**config.mk**
```make
export PLATFORM = sky130hd
export DESIGN_NAME = rename_ckpt_flat
export DESIGN_NICKNAME = d
export VERILOG_FILES = /design/src/rtl/rename_pkg.sv /design/src/rtl/rename_ckpt_if.sv /design/src/rtl/rename_free_fifo.sv /design/src/rtl/rename_ckpt.sv /design/src/flat_wrapper.sv
export SDC_FILE = /design/constraint.sdc
export NUM_CORES = 2
export LEC_CHECK = 0
export ABC_AREA = 0
export CORE_ASPECT_RATIO = 2
export CORE_MARGIN = 8
export CORE_UTILIZATION = 41
export DETAILED_ROUTE_END_ITERATION = 7
export GPL_ROUTABILITY_DRIVEN = 0
export HOLD_SLACK_MARGIN = 0.03
export PLACE_DENSITY = 0.55
export REMOVE_ABC_BUFFERS = 1
export SETUP_SLACK_MARGIN = 0.02
export SLEW_MARGIN = 25
export SYNTH_ARGS = -nofsm -noshare
export SYNTH_HDL_FRONTEND = slang
export SYNTH_SLANG_ARGS = --single-unit
export TNS_END_PERCENT = 30
```
**constraint.sdc**
```tcl
create_clock -name clk_i -period 26.1 [get_ports clk_i]
set_input_delay 5.22 -clock clk_i [delete_from_list [all_inputs] [get_ports clk_i]]
set_output_delay 5.22 -clock clk_i [all_outputs]
set_load 0.1 [all_outputs]
```
**src/rtl/rename_pkg.sv**
```systemverilog
// Shared sizing, derived widths and operand types for the checkpointing renamer.
// The renamer is re-sized by editing the three base parameters here; every
// other width in the design is derived from them.
package rename_pkg;

  localparam int NUM_ARCH = 32;
  localparam int NUM_PHYS = 64;
  localparam int NUM_CKPT = 4;

  // Width of an index into n entries, never narrower than one bit.
  function automatic int idx_w(input int n);
    return (n > 1) ? $clog2(n) : 1;
  endfunction

  localparam int AREG_W     = idx_w(NUM_ARCH);
  localparam int PREG_W     = idx_w(NUM_PHYS);
  localparam int CKPT_W     = idx_w(NUM_CKPT);
  localparam int FREE_DEPTH = NUM_PHYS - NUM_ARCH;
  // Free-list pointers carry one extra wrap bit above the slot index.
  localparam int FPTR_W     = idx_w(FREE_DEPTH) + 1;
  localparam int CPTR_W     = CKPT_W + 1;

  typedef struct packed {
    logic              valid;
    logic [AREG_W-1:0] idx;
  } areg_t;

  typedef struct packed {
    logic              valid;
    logic              ready;
    logic [PREG_W-1:0] idx;
  } preg_t;

endpackage

```
**src/rtl/rename_ckpt_if.sv**
```systemverilog
// Decode-side, dispatch-side and pipeline-feedback signals of the renamer.
// Signal suffixes are written from the renamer's point of view.
interface rename_ckpt_if;
  import rename_pkg::*;

  // decode side
  logic              in_valid_i;
  logic              in_ready_o;
  areg_t             in_rs1_i;
  areg_t             in_rs2_i;
  areg_t             in_rd_i;
  logic              in_is_branch_i;
  // dispatch side
  logic              out_valid_o;
  logic              out_ready_i;
  preg_t             out_rs1_o;
  preg_t             out_rs2_o;
  preg_t             out_rd_o;
  logic [PREG_W-1:0] out_rd_old_o;
  logic [CKPT_W-1:0] out_ckpt_o;
  // writeback, commit and branch resolution
  logic              wb_valid_i;
  logic [PREG_W-1:0] wb_preg_i;
  logic              free_valid_i;
  logic [PREG_W-1:0] free_preg_i;
  logic              br_valid_i;
  logic              br_mispredict_i;

  // The renamer itself.
  modport slave (
    input  in_valid_i, in_rs1_i, in_rs2_i, in_rd_i, in_is_branch_i,
    output in_ready_o,
    output out_valid_o, out_rs1_o, out_rs2_o, out_rd_o, out_rd_old_o, out_ckpt_o,
    input  out_ready_i,
    input  wb_valid_i, wb_preg_i, free_valid_i, free_preg_i,
    input  br_valid_i, br_mispredict_i
  );

  // The surrounding pipeline driving the renamer.
  modport master (
    output in_valid_i, in_rs1_i, in_rs2_i, in_rd_i, in_is_branch_i,
    input  in_ready_o,
    input  out_valid_o, out_rs1_o, out_rs2_o, out_rd_o, out_rd_old_o, out_ckpt_o,
    output out_ready_i,
    output wb_valid_i, wb_preg_i, free_valid_i, free_preg_i,
    output br_valid_i, br_mispredict_i
  );

endinterface

```
**src/rtl/rename_free_fifo.sv**
```systemverilog
// Circular free list of physical registers. Pops from head for allocation,
// pushes committed stale registers at tail, and lets the head be rewound to a
// checkpointed pointer on misprediction. Storage rounds up to a power of two
// so the wrap-bit pointer arithmetic holds for any DEPTH.
module rename_free_fifo #(
  parameter int DEPTH  = 32,
  parameter int PREG_W = 6,
  parameter int BASE   = 32
) (
  input  logic                        clk_i,
  input  logic                        rst_ni,
  input  logic                        pop_i,
  input  logic                        push_i,
  input  logic [PREG_W-1:0]           push_preg_i,
  input  logic                        restore_i,
  input  logic [$clog2(DEPTH):0]      restore_ptr_i,
  output logic [PREG_W-1:0]           head_preg_o,
  output logic [$clog2(DEPTH):0]      head_ptr_o,
  output logic [$clog2(DEPTH):0]      count_o
);

  localparam int IDX_W = $clog2(DEPTH);
  localparam int PTR_W = IDX_W + 1;
  localparam int STORE = 2 ** IDX_W;

  logic [PREG_W-1:0] mem_q [STORE];
  logic [PTR_W-1:0]  head_q, head_d;
  logic [PTR_W-1:0]  tail_q, tail_d;

  assign head_preg_o = mem_q[head_q[IDX_W-1:0]];
  assign head_ptr_o  = head_q;
  assign count_o     = tail_q - head_q;

  // Pointer advance; a restore takes precedence over a pop.
  always_comb begin
    head_d = head_q;
    tail_d = tail_q;
    if (restore_i) begin
      head_d = restore_ptr_i;
    end else if (pop_i) begin
      head_d = head_q + 1'b1;
    end
    if (push_i) begin
      tail_d = tail_q + 1'b1;
    end
  end

  // Storage and pointers; reset fills the list with the registers above the
  // architectural identity mapping, so the list starts full.
  always_ff @(posedge clk_i) begin
    if (!rst_ni) begin
      for (int i = 0; i < STORE; i++) begin
        mem_q[i] <= (i < DEPTH) ? PREG_W'(BASE + i) : '0;
      end
      head_q <= '0;
      tail_q <= PTR_W'(DEPTH);
    end else begin
      if (push_i) begin
        mem_q[tail_q[IDX_W-1:0]] <= push_preg_i;
      end
      head_q <= head_d;
      tail_q <= tail_d;
    end
  end

  // p0 backs x0 and is never released; a full list cannot take another entry.
  always_ff @(posedge clk_i) begin
    if (rst_ni && push_i) begin
      assert (push_preg_i != '0);
      assert (count_o < PTR_W'(DEPTH));
    end
  end

endmodule

```
**src/rtl/rename_ckpt.sv**
```systemverilog
// Single-issue register renamer with branch checkpoints. Sources are looked up
// in the RAT, destinations take a fresh register from the free list, and each
// branch snapshots the RAT plus free-list head so a misprediction rolls back
// in one cycle. One registered output stage faces dispatch.
module rename_ckpt
  import rename_pkg::*;
(
  input  logic         clk_i,
  input  logic         rst_ni,
  rename_ckpt_if.slave bus
);

  // Speculative mapping, checkpoint copies and per-register ready bits.
  logic [PREG_W-1:0] rat_q      [NUM_ARCH];
  logic [PREG_W-1:0] rat_d      [NUM_ARCH];
  logic [PREG_W-1:0] ckpt_rat_q [NUM_CKPT][NUM_ARCH];
  logic [FPTR_W-1:0] ckpt_fhead_q [NUM_CKPT];
  logic [NUM_PHYS-1:0] rdy_q, rdy_d;

  logic [CPTR_W-1:0] ckpt_head_q, ckpt_head_d;
  logic [CPTR_W-1:0] ckpt_tail_q, ckpt_tail_d;
  logic [CPTR_W-1:0] ckpt_count, ckpt_count_eff;
  logic [CKPT_W-1:0] ckpt_head_idx, ckpt_tail_idx;

  logic [PREG_W-1:0] free_head_preg;
  logic [FPTR_W-1:0] free_head_ptr;
  logic [FPTR_W-1:0] free_count;

  logic br_ok, br_miss, alloc, in_ready, fire, do_alloc, do_ckpt;

  // Output stage.
  logic              out_valid_q;
  preg_t             out_rs1_q, out_rs1_d;
  preg_t             out_rs2_q, out_rs2_d;
  preg_t             out_rd_q, out_rd_d;
  logic [PREG_W-1:0] out_rd_old_q, out_rd_old_d;
  logic [CKPT_W-1:0] out_ckpt_q, out_ckpt_d;

  // Checkpoint slot addressed by a wrap-bit pointer.
  function automatic logic [CKPT_W-1:0] slot(input logic [CPTR_W-1:0] p);
    return p[CKPT_W-1:0] & CKPT_W'(NUM_CKPT - 1);
  endfunction

  // Source lookup against the pre-update RAT, with same-cycle writeback bypass.
  function automatic preg_t rename_src(input areg_t a);
    preg_t             p;
    logic [PREG_W-1:0] m;
    p = '0;
    m = rat_q[a.idx];
    if (a.valid) begin
      p.valid = 1'b1;
      if (a.idx == '0) begin
        p.ready = 1'b1;
      end else begin
        p.idx   = m;
        p.ready = rdy_q[m] | (bus.wb_valid_i && (bus.wb_preg_i == m));
      end
    end
    return p;
  endfunction

  rename_free_fifo #(
    .DEPTH (FREE_DEPTH),
    .PREG_W(PREG_W),
    .BASE  (NUM_ARCH)
  ) u_free (
    .clk_i        (clk_i),
    .rst_ni       (rst_ni),
    .pop_i        (do_alloc),
    .push_i       (bus.free_valid_i),
    .push_preg_i  (bus.free_preg_i),
    .restore_i    (br_miss),
    .restore_ptr_i(ckpt_fhead_q[ckpt_head_idx]),
    .head_preg_o  (free_head_preg),
    .head_ptr_o   (free_head_ptr),
    .count_o      (free_count)
  );

  // Handshake: resolution is applied before the fire decision, so a correctly
  // predicted branch frees its checkpoint slot for a branch firing this cycle.
  always_comb begin
    br_ok          = bus.br_valid_i && !bus.br_mispredict_i;
    br_miss        = bus.br_valid_i && bus.br_mispredict_i;
    alloc          = bus.in_rd_i.valid && (bus.in_rd_i.idx != '0);
    ckpt_count     = ckpt_tail_q - ckpt_head_q;
    ckpt_count_eff = ckpt_count - CPTR_W'(br_ok);
    ckpt_head_idx  = slot(ckpt_head_q);
    ckpt_tail_idx  = slot(ckpt_tail_q);
    in_ready = rst_ni
            && (!out_valid_q || bus.out_ready_i)
            && !(alloc && (free_count == '0))
            && !(bus.in_is_branch_i && (ckpt_count_eff == CPTR_W'(NUM_CKPT)))
            && !br_miss;
    fire     = bus.in_valid_i && in_ready;
    do_alloc = fire && alloc;
    do_ckpt  = fire && bus.in_is_branch_i;
  end

  // Next RAT, ready bits and checkpoint pointers.
  always_comb begin
    for (int i = 0; i < NUM_ARCH; i++) begin
      rat_d[i] = rat_q[i];
    end
    if (br_miss) begin
      for (int i = 0; i < NUM_ARCH; i++) begin
        rat_d[i] = ckpt_rat_q[ckpt_head_idx][i];
      end
    end else if (do_alloc) begin
      rat_d[bus.in_rd_i.idx] = free_head_preg;
    end

    rdy_d = rdy_q;
    if (bus.wb_valid_i) begin
      rdy_d[bus.wb_preg_i] = 1'b1;
    end
    if (do_alloc) begin
      rdy_d[free_head_preg] = 1'b0;
    end

    ckpt_head_d = ckpt_head_q;
    if (br_miss) begin
      ckpt_head_d = ckpt_tail_q;
    end else if (br_ok) begin
      ckpt_head_d = ckpt_head_q + 1'b1;
    end
    ckpt_tail_d = ckpt_tail_q + CPTR_W'(do_ckpt);
  end

  // Renamed fields presented to the output stage on a fire.
  always_comb begin
    out_rs1_d    = rename_src(bus.in_rs1_i);
    out_rs2_d    = rename_src(bus.in_rs2_i);
    out_rd_d     = '0;
    out_rd_old_d = '0;
    if (alloc) begin
      out_rd_d.valid = 1'b1;
      out_rd_d.idx   = free_head_preg;
      out_rd_old_d   = rat_q[bus.in_rd_i.idx];
    end else if (bus.in_rd_i.valid) begin
      out_rd_d.valid = 1'b1;
      out_rd_d.ready = 1'b1;
    end
    out_ckpt_d = bus.in_is_branch_i ? ckpt_tail_idx : '0;
  end

  // Mapping state; a branch snapshots the RAT including its own rd update and
  // the free-list head after its own pop.
  always_ff @(posedge clk_i) begin
    if (!rst_ni) begin
      for (int i = 0; i < NUM_ARCH; i++) begin
        rat_q[i] <= PREG_W'(i);
      end
      for (int c = 0; c < NUM_CKPT; c++) begin
        for (int i = 0; i < NUM_ARCH; i++) begin
          ckpt_rat_q[c][i] <= PREG_W'(i);
        end
        ckpt_fhead_q[c] <= '0;
      end
      for (int p = 0; p < NUM_PHYS; p++) begin
        rdy_q[p] <= (p < NUM_ARCH);
      end
      ckpt_head_q <= '0;
      ckpt_tail_q <= '0;
    end else begin
      for (int i = 0; i < NUM_ARCH; i++) begin
        rat_q[i] <= rat_d[i];
      end
      if (do_ckpt) begin
        for (int i = 0; i < NUM_ARCH; i++) begin
          ckpt_rat_q[ckpt_tail_idx][i] <= rat_d[i];
        end
        ckpt_fhead_q[ckpt_tail_idx] <= free_head_ptr + FPTR_W'(do_alloc);
      end
      rdy_q       <= rdy_d;
      ckpt_head_q <= ckpt_head_d;
      ckpt_tail_q <= ckpt_tail_d;
    end
  end

  // Output stage: load on fire, hold under back-pressure, drop on mispredict.
  always_ff @(posedge clk_i) begin
    if (!rst_ni) begin
      out_valid_q  <= 1'b0;
      out_rs1_q    <= '0;
      out_rs2_q    <= '0;
      out_rd_q     <= '0;
      out_rd_old_q <= '0;
      out_ckpt_q   <= '0;
    end else if (br_miss) begin
      out_valid_q <= 1'b0;
    end else if (fire) begin
      out_valid_q  <= 1'b1;
      out_rs1_q    <= out_rs1_d;
      out_rs2_q    <= out_rs2_d;
      out_rd_q     <= out_rd_d;
      out_rd_old_q <= out_rd_old_d;
      out_ckpt_q   <= out_ckpt_d;
    end else if (bus.out_ready_i) begin
      out_valid_q <= 1'b0;
    end
  end

  assign bus.in_ready_o   = in_ready;
  assign bus.out_valid_o  = out_valid_q;
  assign bus.out_rs1_o    = out_rs1_q;
  assign bus.out_rs2_o    = out_rs2_q;
  assign bus.out_rd_o     = out_rd_q;
  assign bus.out_rd_old_o = out_rd_old_q;
  assign bus.out_ckpt_o   = out_ckpt_q;

endmodule

```
**src/flat_wrapper.sv**
```systemverilog
// flat-port wrapper written by rule: the top's interface ports become plain ports
module rename_ckpt_flat import rename_pkg::*;
  (clk_i, rst_ni, bus_in_valid_i, bus_in_rs1_i, bus_in_rs2_i, bus_in_rd_i, bus_in_is_branch_i, bus_in_ready_o, bus_out_valid_o, bus_out_rs1_o, bus_out_rs2_o, bus_out_rd_o, bus_out_rd_old_o, bus_out_ckpt_o, bus_out_ready_i, bus_wb_valid_i, bus_wb_preg_i, bus_free_valid_i, bus_free_preg_i, bus_br_valid_i, bus_br_mispredict_i);
  rename_ckpt_if bus_i ();
  input  logic clk_i;
  input  logic rst_ni;
  input wire logic [$bits(bus_i.in_valid_i)-1:0] bus_in_valid_i;
  input wire logic [$bits(bus_i.in_rs1_i)-1:0] bus_in_rs1_i;
  input wire logic [$bits(bus_i.in_rs2_i)-1:0] bus_in_rs2_i;
  input wire logic [$bits(bus_i.in_rd_i)-1:0] bus_in_rd_i;
  input wire logic [$bits(bus_i.in_is_branch_i)-1:0] bus_in_is_branch_i;
  output wire logic [$bits(bus_i.in_ready_o)-1:0] bus_in_ready_o;
  output wire logic [$bits(bus_i.out_valid_o)-1:0] bus_out_valid_o;
  output wire logic [$bits(bus_i.out_rs1_o)-1:0] bus_out_rs1_o;
  output wire logic [$bits(bus_i.out_rs2_o)-1:0] bus_out_rs2_o;
  output wire logic [$bits(bus_i.out_rd_o)-1:0] bus_out_rd_o;
  output wire logic [$bits(bus_i.out_rd_old_o)-1:0] bus_out_rd_old_o;
  output wire logic [$bits(bus_i.out_ckpt_o)-1:0] bus_out_ckpt_o;
  input wire logic [$bits(bus_i.out_ready_i)-1:0] bus_out_ready_i;
  input wire logic [$bits(bus_i.wb_valid_i)-1:0] bus_wb_valid_i;
  input wire logic [$bits(bus_i.wb_preg_i)-1:0] bus_wb_preg_i;
  input wire logic [$bits(bus_i.free_valid_i)-1:0] bus_free_valid_i;
  input wire logic [$bits(bus_i.free_preg_i)-1:0] bus_free_preg_i;
  input wire logic [$bits(bus_i.br_valid_i)-1:0] bus_br_valid_i;
  input wire logic [$bits(bus_i.br_mispredict_i)-1:0] bus_br_mispredict_i;
  assign bus_i.in_valid_i = bus_in_valid_i;
  assign bus_i.in_rs1_i = bus_in_rs1_i;
  assign bus_i.in_rs2_i = bus_in_rs2_i;
  assign bus_i.in_rd_i = bus_in_rd_i;
  assign bus_i.in_is_branch_i = bus_in_is_branch_i;
  assign bus_in_ready_o = bus_i.in_ready_o;
  assign bus_out_valid_o = bus_i.out_valid_o;
  assign bus_out_rs1_o = bus_i.out_rs1_o;
  assign bus_out_rs2_o = bus_i.out_rs2_o;
  assign bus_out_rd_o = bus_i.out_rd_o;
  assign bus_out_rd_old_o = bus_i.out_rd_old_o;
  assign bus_out_ckpt_o = bus_i.out_ckpt_o;
  assign bus_i.out_ready_i = bus_out_ready_i;
  assign bus_i.wb_valid_i = bus_wb_valid_i;
  assign bus_i.wb_preg_i = bus_wb_preg_i;
  assign bus_i.free_valid_i = bus_free_valid_i;
  assign bus_i.free_preg_i = bus_free_preg_i;
  assign bus_i.br_valid_i = bus_br_valid_i;
  assign bus_i.br_mispredict_i = bus_br_mispredict_i;
  rename_ckpt u_core (.clk_i(clk_i), .rst_ni(rst_ni), .bus(bus_i));
endmodule
```
# --- Yosys cells after proc, flatten, opt, wreduce, memory -nomap -nowiden ---
# Memories as Yosys holds them, arrays and structs flattened. A register that Yosys moved wholly into a read port is not among the register bits.
# Cells that the tools add are included.
word_totals:
  regBits: 115
  word_cells: 203
  mem_count: 4
  mem_bits_ro: 0
  inputBits: 39
  latch_bits: 0
  output_inout_bits: 34
  mem_bits_rw: 1176
memory_table:
  columns: ["name", "depth", "width", "rd", "rd_ports_with_merged_regs", "wr", "line_no", "source"]
  rows:
  - ["u_core.ckpt_rat_q", 4, 192, 1, 1, 4, "rename_ckpt.sv:16", "logic [PREG_W-1:0] ckpt_rat_q [NUM_CKPT][NUM_ARCH];"]
  - ["u_core.rat_q", 32, 6, 35, 0, 32, "rename_ckpt.sv:14", "logic [PREG_W-1:0] rat_q [NUM_ARCH];"]
  - ["u_core.u_free.mem_q", 32, 6, 1, 1, 32, "rename_free_fifo.sv:26", "logic [PREG_W-1:0] mem_q [STORE];"]
  - ["u_core.ckpt_fhead_q", 4, 6, 1, 1, 4, "rename_ckpt.sv:17", "logic [FPTR_W-1:0] ckpt_fhead_q [NUM_CKPT];"]
op_classes:
  addsub: 8
  bitwise: 40
  n_shift: 0
  div: 0
  mux: 88
  reduce_logical: 35
  multipliers: 0
  n_lt_le_gt_ge: 8
  n_eq_ne: 3
op_table:
  columns: ["op", "n"]
  rows:
  - ["2-to-1 mux 192 bit", 3]
  - ["2-to-1 mux 6 bit", 41]
  - ["bitwise mux 192 bit", 1]
  - ["OR reduction 192 bit", 1]
  - ["2-to-1 mux 64 bit", 2]
  - ["bitwise AND 64 bit", 1]
  - ["inverter 64 bit", 1]
  - ["OR 64 bit", 1]
  - ["OR 1 bit", 34]
  - ["demux 6 bit (select 5 bit)", 1]
  - ["< comparator 6 x 7 -> 1 bit (second input constant)", 4]
  - ["2-to-1 mux 1 bit", 21]
  - ["logical AND 1 bit", 17]
  - ["2-to-1 mux 2 bit", 8]
  - ["2-to-1 mux 8 bit", 2]
  - ["2-to-1 mux 5 bit", 3]
  - ["adder 6 x 1 -> 6 bit (second input constant)", 2]
  - ["binary-select mux 1 bit (select 6 bit)", 2]
  - ["demux 1 bit (select 6 bit)", 2]
  - ["== test 6 bit", 2]
  - [">= comparator 6 x 1 -> 1 bit (second input constant)", 2]
  - ["OR reduction 6 bit", 2]
  - ["zero test 5 bit", 2]
  - ["adder 6 x 1 -> 6 bit", 1]
  - ["18 further kinds", 26]

# --- Depth between registers and ports, before layout ---
depth:
  word_depth: 15
  depth_mapped: 21
  mapped_depth_nobuf: 18

# --- Cells and area by module ---
# From an unflattened synthesis, not the netlist that was laid out.
hier_totals:
  cells_unflattened: 5051
  area_unflattened_um2: 61227.5
by_module_without_submodules:
  columns: ["mod", "cells_per_inst", "seq_area_each_um2", "area_each_um2", "instances"]
  rows:
  - ["rename_ckpt", 4325, 29728.5, 51475.6, 1]
  - ["rename_free_fifo", 726, 6105.9, 9751.9, 1]

# --- Least setup slack after synthesis ---
# Ideal clock, no wire load.
synth_timing:
  path_kind: "input to output"
  startpoint: "input port bus_br_mispredict_i"
  endpoint: "output port bus_in_ready_o"
  n_path_buf: 1
  setup_slack_ps: 12596
  arrival_ps: 8284
  cell_stages: 11
  path_cell_list: "clkbuf_1 nand2b_1 fa_1 inv_1 ha_1 or2_2 fa_1 xor2_1 xnor2_1 a41oi_1 o21a_1"
synth_via:
  elab_chain_len: 8
synth_rtl:
  columns: ["item", "line_no", "source"]
  rows:
  - ["start: declaration", "flat_wrapper.sv:25", "input wire logic [$bits(bus_i.br_mispredict_i)-1:0] bus_br_mispredict_i;"]
  - ["zero test 1 bit", "rename_ckpt.sv:82", "br_ok = bus.br_valid_i && !bus.br_mispredict_i;"]
  - ["logical AND 1 bit", "rename_ckpt.sv:82", null]
  - ["subtractor 3 x 1 -> 3 bit", "rename_ckpt.sv:86", "ckpt_count_eff = ckpt_count - CPTR_W'(br_ok);"]
  - ["== test 3 bit", "rename_ckpt.sv:92", "&& !(bus.in_is_branch_i && (ckpt_count_eff == CPTR_W'(NUM_CKPT)))"]
  - ["logical AND 1 bit", "rename_ckpt.sv:92", null]
  - ["zero test 1 bit", "rename_ckpt.sv:92", null]
  - ["logical AND 1 bit", "rename_ckpt.sv:92", null]
  - ["logical AND 1 bit (*)", "rename_ckpt.sv:93", "&& !br_miss;"]
  - ["end: declaration", "flat_wrapper.sv:12", "output wire logic [$bits(bus_i.in_ready_o)-1:0] bus_in_ready_o;"]
# Mark *: on every way between the ends. The rest lies on a longest branch, timed or not.

# --- Final worst setup path ---
# Ends and elaborated chain as after synthesis.

==> impl_metrics.prom <==
# TYPE chip_impl_metric gauge
chip_impl_metric{name="met3_capacity_usage_during_global_routing",unit="%"} 3.10
chip_impl_metric{name="required",unit="ns"} 20.88
chip_impl_metric{name="clock_tree.buffer_depth",unit=""} 3
chip_impl_info{name="grt.busiest_layer",value="met2"} 1
chip_impl_metric{name="cap_violations",unit=""} 0
chip_impl_metric{name="met2_usage",unit="%"} 37.8
chip_impl_metric{name="layout_min_cycle_time",unit="ns"} 14.63
chip_impl_metric{name="register_area",unit="um^2"} 35800
chip_impl_info{name="cp-end-kind",value="output pin"} 1
chip_impl_metric{name="number_of_placed_instances_taps_included",unit=""} 6592
chip_impl_info{name="mostFrequentLayoutCells",value="984 x sky130_fd_sc_hd__edfxtp_1, 743 x sky130_fd_sc_hd__nor2_1, 670 x sky130_fd_sc_hd__nand2_1, 373 x sky130_fd_sc_hd__mux4_2, 310 x sky130_fd_sc_hd__dfxtp_1"} 1
chip_impl_metric{name="design.die.area",unit="um^2"} 165000
chip_impl_metric{name="antenna_found_initial",unit=""} 7
chip_impl_metric{name="height_of_the_die",unit="um"} 566
chip_impl_metric{name="max_slew_margin",unit="%"} 27.1
chip_impl_metric{name="routed-via-count",unit=""} 40961
chip_impl_metric{name="number_of_buffers_created_by_cts",unit=""} 115
chip_impl_metric{name="synth.lib_cells_used.distinct",unit=""} 81
chip_impl_metric{name="drive_above_1_share",unit="%"} 16.3
chip_impl_metric{name="floorplan.core_area",unit="um^2"} 151000
chip_impl_metric{name="cellLeakagePower",unit="nW"} 20.6
chip_impl_metric{name="grt_pass1_wl",unit="mm"} 283
chip_impl_metric{name="timing.critical_path.arrival",unit="ns"} 9.41
chip_impl_metric{name="dpl.hpwl",unit="mm"} 116
chip_impl_metric{name="layout_worst_path_cycle_share",unit="%"} 56.1
chip_impl_metric{name="synth-seq-area-share",unit="%"} 57.7
chip_impl_metric{name="viasPerCell",unit=""} 6.01
chip_impl_metric{name="global_route.usage.total",unit="%"} 22.7
chip_impl_metric{name="floorplan.initialDensity",unit="%"} 41.2
chip_impl_metric{name="ioPinCount",unit=""} 73
chip_impl_metric{name="synthToLayoutAreaGrowth",unit="%"} 9.75
chip_impl_metric{name="layout.core_utilization",unit="%"} 45.2
chip_impl_metric{name="cts_hold_buffers",unit=""} 0
chip_impl_metric{name="fin_hold_ws",unit="ns"} 0.473
chip_impl_metric{name="share_of_the_synthesized_area_in_the_top_cell_type",unit="%"} 47.6
chip_impl_metric{name="grt_util_met1",unit="%"} 30.3
chip_impl_metric{name="route.antenna.remaining_nets",unit=""} 0
chip_impl_metric{name="synth_warnings",unit=""} 0
chip_impl_metric{name="hold_viol_final",unit=""} 0
chip_impl_metric{name="fmax",unit="GHz"} 0.0684
chip_impl_metric{name="netlist_instances",unit=""} 4912
chip_impl_metric{name="peak_supply_drop",unit="mV"} 0.0523
chip_impl_metric{name="drtPass1Iterations",unit=""} 6
chip_impl_metric{name="fin_skew",unit="ns"} 0.0463
chip_impl_metric{name="postSynth.asyncResetShare",unit="%"} 0
chip_impl_metric{name="floorplan_row_count",unit=""} 202
chip_impl_info{name="timing_worst_setup_path_type",value="in -> out"} 1
chip_impl_metric{name="number_of_design_rule_violations_left_by_the_first_detailed_router_iteration",unit=""} 3834
chip_impl_metric{name="nNetsFinal",unit=""} 4829
chip_impl_metric{name="register_to_register_path_depth",unit=""} 15
chip_impl_metric{name="fillers",unit=""} 13654
chip_impl_metric{name="route.detailed.wl_per_inst",unit="um"} 28.1
chip_impl_metric{name="fp.dieW",unit="um"} 291
chip_impl_info{name="cts_root_buffer",value="sky130_fd_sc_hd__clkbuf_16"} 1
chip_impl_info{name="final_common_cell",value="sky130_fd_sc_hd__edfxtp_1"} 1
chip_impl_metric{name="ctsResizeCount",unit=""} 0
chip_impl_metric{name="synth-seq-cells",unit=""} 1298
chip_impl_metric{name="fin_tns_setup",unit="ns"} 0
chip_impl_metric{name="clk-insertion-delay-late",unit="ns"} 0.75
chip_impl_info{name="ys.flop_type",value="sky130_fd_sc_hd__edfxtp_1"} 1
chip_impl_metric{name="worstHoldPathCells",unit=""} 2
chip_impl_metric{name="globalRouteOverflowTotal",unit=""} 0
chip_impl_info{name="rsz0062_at_grt",value="no"} 1
chip_impl_info{name="worst_setup_path_start_kind",value="input pin"} 1
chip_impl_metric{name="power_per_cell_area",unit="nW/um^2"} 67.6
chip_impl_metric{name="clk_pin_slew",unit="ns"} 0.07
chip_impl_metric{name="per_instance_average_area_after_synthesis",unit="um^2"} 12.6
chip_impl_metric{name="route.final.wire_length",unit="mm"} 191
chip_impl_metric{name="drt_drc_violations_left",unit=""} 0
chip_impl_info{name="synth_top_cell_by_area",value="sky130_fd_sc_hd__edfxtp_1"} 1
chip_impl_metric{name="cp_max_fo",unit=""} 7
chip_impl_metric{name="syn_area",unit="um^2"} 62100
chip_impl_metric{name="report.final.slew_viol_count",unit=""} 0
chip_impl_metric{name="grt_pass1_vias",unit=""} 41306
chip_impl_metric{name="postCtsSetupRepairBufs",unit=""} 0
chip_impl_metric{name="final-instance-count-excl-fill",unit=""} 6816
chip_impl_info{name="netlist_top_cells_area",value="sky130_fd_sc_hd__edfxtp_1 48%, sky130_fd_sc_hd__mux4_2 14%, sky130_fd_sc_hd__dfxtp_1 10%, sky130_fd_sc_hd__nor2_1 4.5%, sky130_fd_sc_hd__mux2i_1 4.3%"} 1
chip_impl_metric{name="number_of_sinks_on_the_clock_net",unit=""} 1298
chip_impl_metric{name="port_buffers",unit=""} 72
chip_impl_metric{name="grt_max_degree",unit=""} 160
chip_impl_info{name="cts_tree",value="yes"} 1
chip_impl_info{name="outcome",value="completed"} 1
chip_impl_metric{name="htree_levels",unit=""} 3
chip_impl_metric{name="synth_edf_count",unit=""} 984
chip_impl_info{name="holdCritPathClass",value="reg -> reg"} 1
chip_impl_metric{name="worst_slew_pin_slew",unit="ns"} 1.09
chip_impl_metric{name="multi_input_area",unit="um^2"} 24500
chip_impl_metric{name="setup_violations",unit=""} 0
-- synth_stat cells, drive strengths merged, types with 8 or more instances --
library cell  count
edfxtp          984
nor2            746
nand2           681
mux4            373
dfxtp           314
mux2i           265
clkbuf          254
buf             160
nor2b           151
a21oi           124
nor3            110
or3              79
o21ai            72
o31a             66
o21a             64
and2             46
nand3            40
a22oi            33
o221a            32
inv              25
mux2             24
nand2b           22
ha               17
a221oi           16
o211ai           16
xnor2            16
nand4            15
and3             14
nand3b           13
nor3b            13
or2              13
xor2             13
o22ai            10
a31oi             9
and4              9
nor4              9
o211a             9
a22o              8
-- worst max-delay path, cell delays in order --
cell and delay [ns]:
sky130_fd_sc_hd__clkdlybuf4s50_1 0.51, sky130_fd_sc_hd__nand2b_1 0.22, sky130_fd_sc_hd__fa_1 0.53, sky130_fd_sc_hd__inv_1 0.06, sky130_fd_sc_hd__ha_1 0.16, sky130_fd_sc_hd__or2_2 0.29
sky130_fd_sc_hd__fa_1 0.42, sky130_fd_sc_hd__xor2_1 0.17, sky130_fd_sc_hd__xnor2_1 0.14, sky130_fd_sc_hd__a41oi_1 0.36, sky130_fd_sc_hd__o21a_1 0.18, sky130_fd_sc_hd__clkdlybuf4s50_1 1.13
-- logic make-up after synthesis --
kind of cell             synth area share [%]
multiplexers                             18.2
XOR/XNOR                                0.409
adder cells (fa/ha/maj)                 0.407
flip-flops                               57.7
buffers and inverters                    3.07
AND/OR/NAND/NOR                          14.3
AO/OA/AOI/OAI                            5.91
-- routing by layer --
layer	share of wire, %	vias up
met5	0	-
met4	3.9	0
met3	6.8	319
met2	49	1620
met1	41	21183
li1	-	17839
-- layout make-up --
class,instances,area share [%]
flip-flops and latches,1298,52.6
clock buffers,159,4.70
multi-input cells,3175,35.9
inverters,25,0.141
diodes,6,0.0220
well taps,1938,3.56
repair buffers,156,2.07
clock inverters,59,1.00
-- path summary, 6_finish.rpt --
kind	endpoint	from	slack, ns
setup / recovery	bus_in_ready_o	bus_br_mispredict_i	11.47
hold / removal	u_core.bus.out_ckpt_o[0]	u_core.bus.out_ckpt_o[0]	0.47
hold reg to reg	u_core.bus.out_ckpt_o[0]	u_core.bus.out_ckpt_o[0]	0.47
setup reg to reg	u_core.ckpt_rat_q[3][66]	u_core.ckpt_tail_q[0]	19.05
-- registers in the layout (all words and copies together), names as in the netlist, 6 cells and up, named ones only --
name                      count
u_core.bus.out_rd_o           8
u_core.bus.out_rd_old_o       6
u_core.bus.out_rs1_o          8
u_core.bus.out_rs2_o          8
u_core.ckpt_fhead_q          24
u_core.ckpt_rat_q           768
u_core.rat_q                192
u_core.rdy_q                 64
u_core.u_free.head_ptr_o      6
u_core.u_free.mem_q         192
u_core.u_free.tail_q          6
-- through the flow --
stage	setup slack, ns	cell area [um^2]	power [mW]
after CTS	11.49	68100	4.64
after detailed placement	11.51	64200	2.87
after global routing	11.34	68100	4.74
after floorplan	9.83	60300	2.68
final	11.47	68100	4.61
after global placement	11.50	64200	2.86
-- power by group --
part | switching, mW | internal, mW | total (mW)
Sequential | 0.0441 | 2.27 | 2.32
Combinational | 0.341 | 0.167 | 0.509
Clock | 0.792 | 0.990 | 1.78
Total | 1.18 | 3.43 | 4.61
Power figures use the tool's default switching activity.
